<file path="src/rtl/booth_pkg.sv">
// Shared constants, state type and control-word helpers for the radix-2 Booth sequencer.
package booth_pkg;

    localparam logic [1:0] CTRL_LOAD  = 2'b00;
    localparam logic [1:0] CTRL_RESET = 2'b01;
    localparam logic [1:0] CTRL_SHIFT = 2'b10;
    localparam logic [1:0] CTRL_HOLD  = 2'b11;

    localparam logic ADD = 1'b0;
    localparam logic SUB = 1'b1;

    typedef enum logic [2:0] {
        ST_IDLE,
        ST_INIT,
        ST_ARITH,
        ST_SHIFT,
        ST_DONE
    } booth_state_t;

    typedef struct packed {
        logic [1:0] a_ctrl;
        logic [1:0] q_ctrl;
        logic       m_load;
        logic       qm1_clr;
        logic       busy;
        logic       done;
    } ctrl_out_t;

    typedef struct packed {
        logic [1:0] a_ctrl;
        logic       add_sub;
    } arith_ctrl_t;

    localparam ctrl_out_t OUT_IDLE = '{
        a_ctrl:  CTRL_HOLD,
        q_ctrl:  CTRL_HOLD,
        m_load:  1'b0,
        qm1_clr: 1'b0,
        busy:    1'b0,
        done:    1'b0
    };

    // State-only control word; the ARITH a_ctrl/add_sub are overlaid separately.
    function automatic ctrl_out_t moore_out(input booth_state_t st);
        ctrl_out_t o;
        o = OUT_IDLE;
        case (st)
            ST_INIT: begin
                o.a_ctrl  = CTRL_RESET;
                o.q_ctrl  = CTRL_LOAD;
                o.m_load  = 1'b1;
                o.qm1_clr = 1'b1;
                o.busy    = 1'b1;
            end
            ST_ARITH: o.busy = 1'b1;
            ST_SHIFT: begin
                o.a_ctrl = CTRL_SHIFT;
                o.q_ctrl = CTRL_SHIFT;
                o.busy   = 1'b1;
            end
            ST_DONE: o.done = 1'b1;
            default: ;
        endcase
        return o;
    endfunction

    // Booth bit-pair recoding: 10 subtracts M, 01 adds M, 00/11 leave A alone.
    function automatic arith_ctrl_t booth_decode(input logic q0, input logic q_m1);
        arith_ctrl_t r;
        r.a_ctrl  = CTRL_HOLD;
        r.add_sub = ADD;
        if (q0 && !q_m1) begin
            r.a_ctrl  = CTRL_LOAD;
            r.add_sub = SUB;
        end else if (!q0 && q_m1) begin
            r.a_ctrl  = CTRL_LOAD;
        end
        return r;
    endfunction

endpackage

</file>
<file path="src/rtl/booth_iter_cnt.sv">
// Loadable down-counter holding the remaining Booth iterations; saturates at zero.
module booth_iter_cnt
    import booth_pkg::*;
#(
    parameter  int unsigned WIDTH = 4,
    localparam int unsigned CNT_W = $clog2(WIDTH + 1)
) (
    input  logic             clk_i,
    input  logic             rst_ni,
    input  logic             load_i,
    input  logic             dec_i,
    output logic [CNT_W-1:0] count_o,
    output logic             zero_o
);

    logic [CNT_W-1:0] count_q, count_d;

    always_comb begin
        count_d = count_q;
        if (load_i) begin
            count_d = CNT_W'(WIDTH);
        end else if (dec_i && (count_q != '0)) begin
            count_d = count_q - CNT_W'(1);
        end
    end

    always_ff @(posedge clk_i or negedge rst_ni) begin
        if (!rst_ni) begin
            count_q <= '0;
        end else begin
            count_q <= count_d;
        end
    end

    assign count_o = count_q;
    assign zero_o  = (count_q == '0);

endmodule

</file>
<file path="src/rtl/booth_seq_ctrl.sv">
// Sequencing FSM for a radix-2 Booth shift-add multiplier datapath.
// Define BOOTH_SKIP_EN to add port q1 and skip ARITH cycles whose bit pair needs no add/sub.
module booth_seq_ctrl
    import booth_pkg::*;
#(
    parameter  int unsigned WIDTH = 4,
    localparam int unsigned CNT_W = $clog2(WIDTH + 1)
) (
    input  logic             clock,
    input  logic             reset_n,
    input  logic             start,
    input  logic             q0,
    input  logic             q_m1,
`ifdef BOOTH_SKIP_EN
    input  logic             q1,
`endif
    output logic [1:0]       a_ctrl,
    output logic [1:0]       q_ctrl,
    output logic             m_load,
    output logic             qm1_clr,
    output logic             add_sub,
    output logic             busy,
    output logic             done,
    output logic [CNT_W-1:0] iter
);

    booth_state_t state_q, state_d;
    ctrl_out_t    out_q, out_d;
    arith_ctrl_t  arith_c;
    logic         cnt_zero;
    logic         last_iter;

    booth_iter_cnt #(
        .WIDTH(WIDTH)
    ) u_iter_cnt (
        .clk_i  (clock),
        .rst_ni (reset_n),
        .load_i (state_q == ST_INIT),
        .dec_i  (state_q == ST_SHIFT),
        .count_o(iter),
        .zero_o (cnt_zero)
    );

    // Zero is unreachable in SHIFT; treating it as final keeps iter from wrapping.
    assign last_iter = (iter == CNT_W'(1)) || cnt_zero;

    always_comb begin
        state_d = state_q;
        case (state_q)
            ST_IDLE: begin
                if (start) state_d = ST_INIT;
            end
            ST_INIT: begin
`ifdef BOOTH_SKIP_EN
                state_d = q0 ? ST_ARITH : ST_SHIFT;
`else
                state_d = ST_ARITH;
`endif
            end
            ST_ARITH: state_d = ST_SHIFT;
            ST_SHIFT: begin
                if (last_iter) begin
                    state_d = ST_DONE;
                end else begin
`ifdef BOOTH_SKIP_EN
                    // q1/q0 are the post-shift q0/q_m1 pair.
                    state_d = (q1 == q0) ? ST_SHIFT : ST_ARITH;
`else
                    state_d = ST_ARITH;
`endif
                end
            end
            ST_DONE: state_d = start ? ST_INIT : ST_IDLE;
            default: state_d = ST_IDLE;
        endcase
        out_d = moore_out(state_d);
    end

    always_ff @(posedge clock or negedge reset_n) begin
        if (!reset_n) begin
            state_q <= ST_IDLE;
            out_q   <= OUT_IDLE;
        end else begin
            state_q <= state_d;
            out_q   <= out_d;
        end
    end

    // q0/q_m1 only reach the outputs while in ARITH.
    always_comb begin
        arith_c = booth_decode(q0, q_m1);
        a_ctrl  = out_q.a_ctrl;
        add_sub = ADD;
        if (state_q == ST_ARITH) begin
            a_ctrl  = arith_c.a_ctrl;
            add_sub = arith_c.add_sub;
        end
    end

    assign q_ctrl  = out_q.q_ctrl;
    assign m_load  = out_q.m_load;
    assign qm1_clr = out_q.qm1_clr;
    assign busy    = out_q.busy;
    assign done    = out_q.done;

endmodule

</file>
<file path="config.mk">
export PLATFORM = sky130hd
export DESIGN_NAME = booth_seq_ctrl
export DESIGN_NICKNAME = d
export VERILOG_FILES = /design/src/rtl/booth_pkg.sv /design/src/rtl/booth_iter_cnt.sv /design/src/rtl/booth_seq_ctrl.sv
export SDC_FILE = /design/constraint.sdc
export NUM_CORES = 1
export LEC_CHECK = 0
export CAP_MARGIN = 25
export CORE_MARGIN = 2
export CORE_UTILIZATION = 30
export DETAILED_ROUTE_END_ITERATION = 6
export SYNTH_ARGS = -nofsm -noshare
export SYNTH_HDL_FRONTEND = slang
export SYNTH_HIERARCHICAL = 1
export SYNTH_SLANG_ARGS = --single-unit
</file>
<file path="constraint.sdc">
create_clock -name clock -period 1.5 [get_ports clock]
set_clock_uncertainty 0.05 [all_clocks]
set_input_delay 0.45 -clock clock [delete_from_list [all_inputs] [get_ports clock]]
set_output_delay 0.45 -clock clock [all_outputs]
set_load 0.02 [all_outputs]
</file>
# --- Word-level counts from Yosys, hierarchy flattened ---
# Cells that the tools add are included.
totals:
  register_bits: 14
  output_inout_bits: 12
  wordCells: 44
op_classes:
  add_sub_neg: 1
  eq_ne: 9
  muxes: 15
  n_reduce_logical: 11
ops:
  columns: ["op", "count"]
  rows:
  - ["case mux 3 bit (5 select lines)", 1]
  - ["equality test 3 x 2 -> 1 bit, second input constant", 4]
  - ["2-to-1 mux 3 bit", 4]
  - ["equality test 3 x 1 -> 1 bit, second input constant", 3]
  - ["2-to-1 mux 2 bit", 4]
  - ["case mux 4 bit (2 select lines)", 1]
  - ["equality test 3 bit, second input constant", 2]
  - ["zero test 3 bit", 2]
  - ["2-to-1 mux 1 bit", 5]
  - ["logical AND 1 bit", 3]
  - ["nonzero test 3 bit", 1]
  - ["OR reduction 3 bit", 1]
  - ["subtractor 3 x 1 -> 3 bit, second input constant", 1]
  - ["zero test 1 bit", 2]
  - ["nonzero test 2 bit", 1]
  - ["logical OR 1 bit", 1]

# --- Logic depth before layout (Yosys ltp) ---
logic_depth:
  ltp_word: 7
  mapped_depth: 5

# --- Modules after synthesis ---
# The synthesis kept the hierarchy.
modules_own_cells:
  columns: ["mod", "instances", "cells_per_inst", "area_each_um2"]
  rows:
  - ["booth_seq_ctrl", 1, 34, 414.1]
  - ["booth_iter_cnt", 1, 17, 183.9]

# --- Worst setup path after synthesis ---
# No wires, ideal clock.
synth_path:
  path_type: "register to register"
  start: "register u_iter_cnt.count_q[0], in the netlist u_iter_cnt/count_o[0]"
  end: "register u_iter_cnt.count_q[0], in the netlist u_iter_cnt/count_o[0]"
  arrival_time_ns: 1.495
  t_required_ns: 1.322
  path_slack_ns: -0.172
  stages_incl_launch_ff: 6
  n_path_buf: 0
  cell_sequence: "dfrtp_1 -> inv_1 -> ha_1 -> ha_1 -> nor2b_1 -> mux2_1"
synth_between:
  elab_chain_cells: 3
synth_lines:
  columns: ["item", "line_no", "rtl"]
  rows:
  - ["start, declared", "booth_iter_cnt.sv:16", "logic [CNT_W-1:0] count_q, count_d;"]
  - ["start signal, assigned", "booth_iter_cnt.sv:31", "count_q <= count_d;"]
  - ["subtractor 3 x 1 -> 3 bit / nonzero test 3 bit (equally long branches)", "booth_iter_cnt.sv:23, booth_iter_cnt.sv:22", null]
  - ["2-to-1 mux 3 bit / logical AND 1 bit (equally long branches)", "booth_iter_cnt.sv:22", "end else if (dec_i && (count_q != '0)) begin"]
  - ["2-to-1 mux 3 bit / nonzero test 2 bit (equally long branches)", null, null]
# Parallel ways exist; a longest one is shown, timed or not. The select of a mux whose other input is x is not followed.
# A chain may end at the register's enable or synchronous reset.

# --- Worst setup path in the final report ---
layout_path:
  start: "register state_q[0]"
  end: "output port a_ctrl[1]"
layout_between:
  elab_chain_cells: 2
layout_lines:
  columns: ["item", "line_no", "rtl"]
  rows:
  - ["start, declared", "booth_seq_ctrl.sv:27", "booth_state_t state_q, state_d;"]
  - ["start signal, assigned", "booth_seq_ctrl.sv:84", "state_q <= state_d;"]
  - ["equality test 3 x 2 -> 1 bit", "booth_seq_ctrl.sv:94", "if (state_q == ST_ARITH) begin"]
  - ["2-to-1 mux 2 bit", "booth_seq_ctrl.sv:94", null]
  - ["end, declared", "booth_seq_ctrl.sv:17", "output logic [1:0] a_ctrl,"]
# No other way between the ends.

==> impl_summary.md <==
Global routing
The number of global-route vias before repair is 523. For this run the aggregate overflow at the end of global routing stands at 0. The initial antenna violation count is 0. In the global route stage, overall resource usage came out at 0.1280.

Entering global routing, the biggest net connects 13 pins. The first global-routing pass estimated 2221 µm of wire.

Synth
The gate count of the mapped netlist is 51. Among all flip-flop cells after synthesis, the most frequent one is sky130_fd_sc_hd__dfrtp_1. The share of synthesized flip-flops with an asynchronous set or reset is 1.000. The mapped netlist covers 598.1 µm². The number of synthesis warnings is 6. The netlist uses 25 different library cells. In the post-synthesis netlist, the biggest area contributors are sky130_fd_sc_hd__dfrtp_1 (38%), sky130_fd_sc_hd__dfstp_2 (13%), sky130_fd_sc_hd__ha_1 (6.3%), sky130_fd_sc_hd__mux2_4 (5.0%), sky130_fd_sc_hd__buf_4 (3.8%). After synthesis the netlist holds a flip-flop and latch count of 12. A synthesized cell averages around 12 µm².

The number of synthesized flops with an enable pin is 0. The largest area contributor in the synthesized netlist is sky130_fd_sc_hd__dfrtp_1. The share of the Yosys chip area taken by registers is 0.5084. When the netlist entered floorplanning its net count stood at 59. The proportion of netlist area held by the largest area contributor is 0.3766.

Layout
0 antenna diodes ended up in the layout. The area added between synthesis and finish is 66.11%. The share of post-route cells with drive strength above 1 is 0.6471.

The post-layout net count is 94. The finished layout holds 112 standard cells, fillers aside. The post-route cell area is 993.5 µm².

Timing
Setup repair after global routing could not meet its margin everywhere. The final critical-path share of the clock period is 1.228. The number of failing hold endpoints at the final stage is 0. The final count of pins violating max slew came to 0. The minimum clock period is 1.842 ns. Measured against its own limit, the worst slew margin works out to 0.8477.

Summed over all failing endpoints, the final setup total negative slack is -1.080 ns. Setup violations remaining at the end of the flow were counted as 6. Derived from the worst setup path, the maximum achievable clock frequency is 542.9 MHz.

For the pin with the worst max-slew slack, the measured transition is 0.2274 ns. Across all setup checks in the final design, the least slack found is -0.3419 ns.

Die
17 I/O pins were placed. The floorplan has 16 rows. For this configuration, the core starts out at a cell density of 0.3112. The die covers between 0.002 and 0.0025 mm².

The total area inside the core boundary comes to 0.001922 mm². The floorplan step set the die width to 48.65 µm. The die extent in y is ~50 µm.

Pwr
For this design the static power due to leakage is 0.4640 nW. The final total power is 0.002281 W. The peak ir drop on the vdd network is around 1100 µV.

Power spread over the standard cell area amounts to 2297 mW/mm².

Status
The flow ran to the end, but the final reports show violations. The final reports fail on negative setup slack.

Setup path
The cell at the slowest stage of the critical path is sky130_fd_sc_hd__dfrtp_1. In this run the register-to-register setup slack is -0.12 ns. The nature of the critical path startpoint is a flip-flop. Tracing the worst setup path back leads to its startpoint at state_q[0]$_DFF_PN0_.

The count of cells along the worst register-to-register path is 5. STA puts the critical path data arrival time at 1.34 ns. STA classifies the critical path endpoint as an output port. Of all nets on the critical path, the largest fanout is 3. The capturing element of the worst setup path is a_ctrl[1]. The category of the most critical setup path is flip-flop to output port. Walking the worst path, the cells encountered are nor2_2 > nand2_2 > mux2_4 > buf_6.

The endpoint of the lowest-slack register-to-register path is u_iter_cnt/count_o[1]$_DFFE_PN0P_. The source of the worst register-to-register timing path is state_q[2]$_DFF_PN0_. The peak per-stage delay on the critical path is 0.39 ns. The endpoint required time on the critical path is 1.00 ns.

Detailed routing
The number of detailed-routing iterations run before antenna repair is 2. The routed length per instance is 12.02 µm. The detail route stage leaves a number of antenna-violating nets equal to 0. The final route contains between 400 and 500 vias. After detailed routing, the total wire length is 1346 µm. The number of remaining DRC errors is 0. For this block, the initial DRC count from the detailed router was 4. After detailed routing, the number of vias per cell comes to approximately 4.4.

Clock tree
The clock slew seen by the registers of the worst setup and hold paths is 0.07 ns. The number of clock buffers added by TritonCTS is 3. The root buffer selected by CTS is sky130_fd_sc_hd__clkbuf_4. The number of buffers on the longest clock path is 2. Clock tree synthesis found a total of 12 sinks. CTS built an H-tree with a depth of 1. The insertion delay to the later sink of the worst-skew pair is ~0.27 ns. For this design, the CTS-stage hold fixing added 0 buffers. The TritonCTS clock tree is yes.

Placement
The number of placed instances with taps included is ~100. The weighted congestion reported at the end of routability-driven placement is 0.7249. The HPWL reported at the end of detailed placement is roughly 900 µm. The worst setup slack after placement is -1.008 ns. After detailed placement, the total cell area comes to 894.6 µm². The number of buffer cells added on primary ports is 16.

Min path
The tightest min-delay check is of the input pin to asynchronous set/reset pin type.

Run
The tool flagged a number of max-cap violations equal to 0.
cell type report:
class,count,area (µm²)
Multi-Input combinational cell,31,341.6
Inverter,5,18.77
Tap cell,27,33.78
Fill cell,196,928.4
Sequential cell,12,306.5
Timing Repair Buffer,33,266.5
Clock buffer,4,26.28
cells in the mapped netlist (2+ instances only):
master and n:
sky130_fd_sc_hd__ha_1 3, sky130_fd_sc_hd__buf_4 3, sky130_fd_sc_hd__o21a_1 2, sky130_fd_sc_hd__dfrtp_1 9
sky130_fd_sc_hd__nor2_1 3, sky130_fd_sc_hd__dfstp_2 3, sky130_fd_sc_hd__inv_1 5, sky130_fd_sc_hd__nand2_1 2
sky130_fd_sc_hd__mux2_4 2, sky130_fd_sc_hd__and3_1 2, sky130_fd_sc_hd__nor3b_1 2, sky130_fd_sc_hd__and2b_4 2
power breakdown:
| group | total (W) | switching (W) | internal, W |
|---|---|---|---|
| logic | 0.00152 | 0.000654 | 0.000865 |
| clock network | 0.000205 | 0.000102 | 0.000103 |
| registers | 0.000558 | 0.0000745 | 0.000483 |
sequential cells by signal (all words and copies together), names as in the netlist:
| name | cells |
|---|---|
| q_ctrl | 1 |
| done | 1 |
| state_q | 3 |
| m_load | 1 |
| u_iter_cnt/count_o | 3 |
| busy | 1 |
| out_q | 2 |
cell usage in the layout, fill, tap and decap left out, drive strengths merged:
master	synthesis	routed
dfrtp	9	9
and2b	2	2
clkbuf	0	7
nor2	4	4
clkdlybuf4s50	0	2
nor2b	1	1
clkdlybuf4s15	0	3
and3	2	2
dfstp	3	3
ha	3	3
and2	1	1
mux2	3	3
and3b	1	1
o21a	2	2
mux2i	1	1
nor3b	3	3
o21ai	1	1
o31ai	1	1
o211ai	1	1
inv	5	5
buf	3	23
nand2	3	3
dlygate4sd2	0	2
or3	1	1
or4b	1	1
critical path, delay by kind of cell (launching register included):
kind                   cells  cell delay, ns
flip-flops                 1            0.39
multiplexers               1            0.31
AND/OR/NAND/NOR            2            0.23
buffers and inverters      1            0.13
logic make-up after synthesis:
logic type                 count (synthesis)  synth area share
and+or+nand+nor                           19            0.2155
buffers and inverters                      8           0.06904
DFF                                       12            0.5084
adders and majority gates                  3           0.06277
AOI/OAI and AO/OA                          5           0.05857
muxes                                      4           0.08578
stage by stage:
stage	hold slack [ns]	util
floorplan	0.1044	-
global placement	0.5181	0.4655
detailed placement	0.5053	0.4655
CTS	0.4229	0.4935
global route	0.4152	0.5169
finish	0.4304	0.5169
worst min path at each step:
stage | from | endpoint | slack [ns] | depth (start not counted)
6_report | reset_n | state_q[1]$_DFF_PN0_ | 0.43 | 2
5_1_grt | reset_n | m_load$_DFF_PN0_ | 0.42 | 2
4_1_cts | reset_n | m_load$_DFF_PN0_ | 0.42 | 2
3_5_place_dp | state_q[2]$_DFF_PN0_ | state_q[1]$_DFF_PN0_ | 0.51 | 2
3_3_place_gp | state_q[2]$_DFF_PN0_ | state_q[1]$_DFF_PN0_ | 0.52 | 2
2_1_floorplan | reset_n | busy$_DFF_PN0_ | 0.10 | 0
metal layers:
layer | part of all wire | track usage | up-vias
met5 | 0 | 0 | -
met4 | 0 | 0.07143 | 0
met3 | 0.051 | 0.04630 | 0
met2 | 0.57 | 0.2352 | 16
met1 | 0.38 | 0.1218 | 237
li1 | - | - | 240
what timing repair did:
action,CTS,global route
resized for setup,44,15
endpoints found under the setup margin,15,13
pin swaps,4,4
buffers inserted,2,5
hold endpoints to repair,0,0
cloned,0,0
Note: power is estimated with default switching activity, not from simulation.
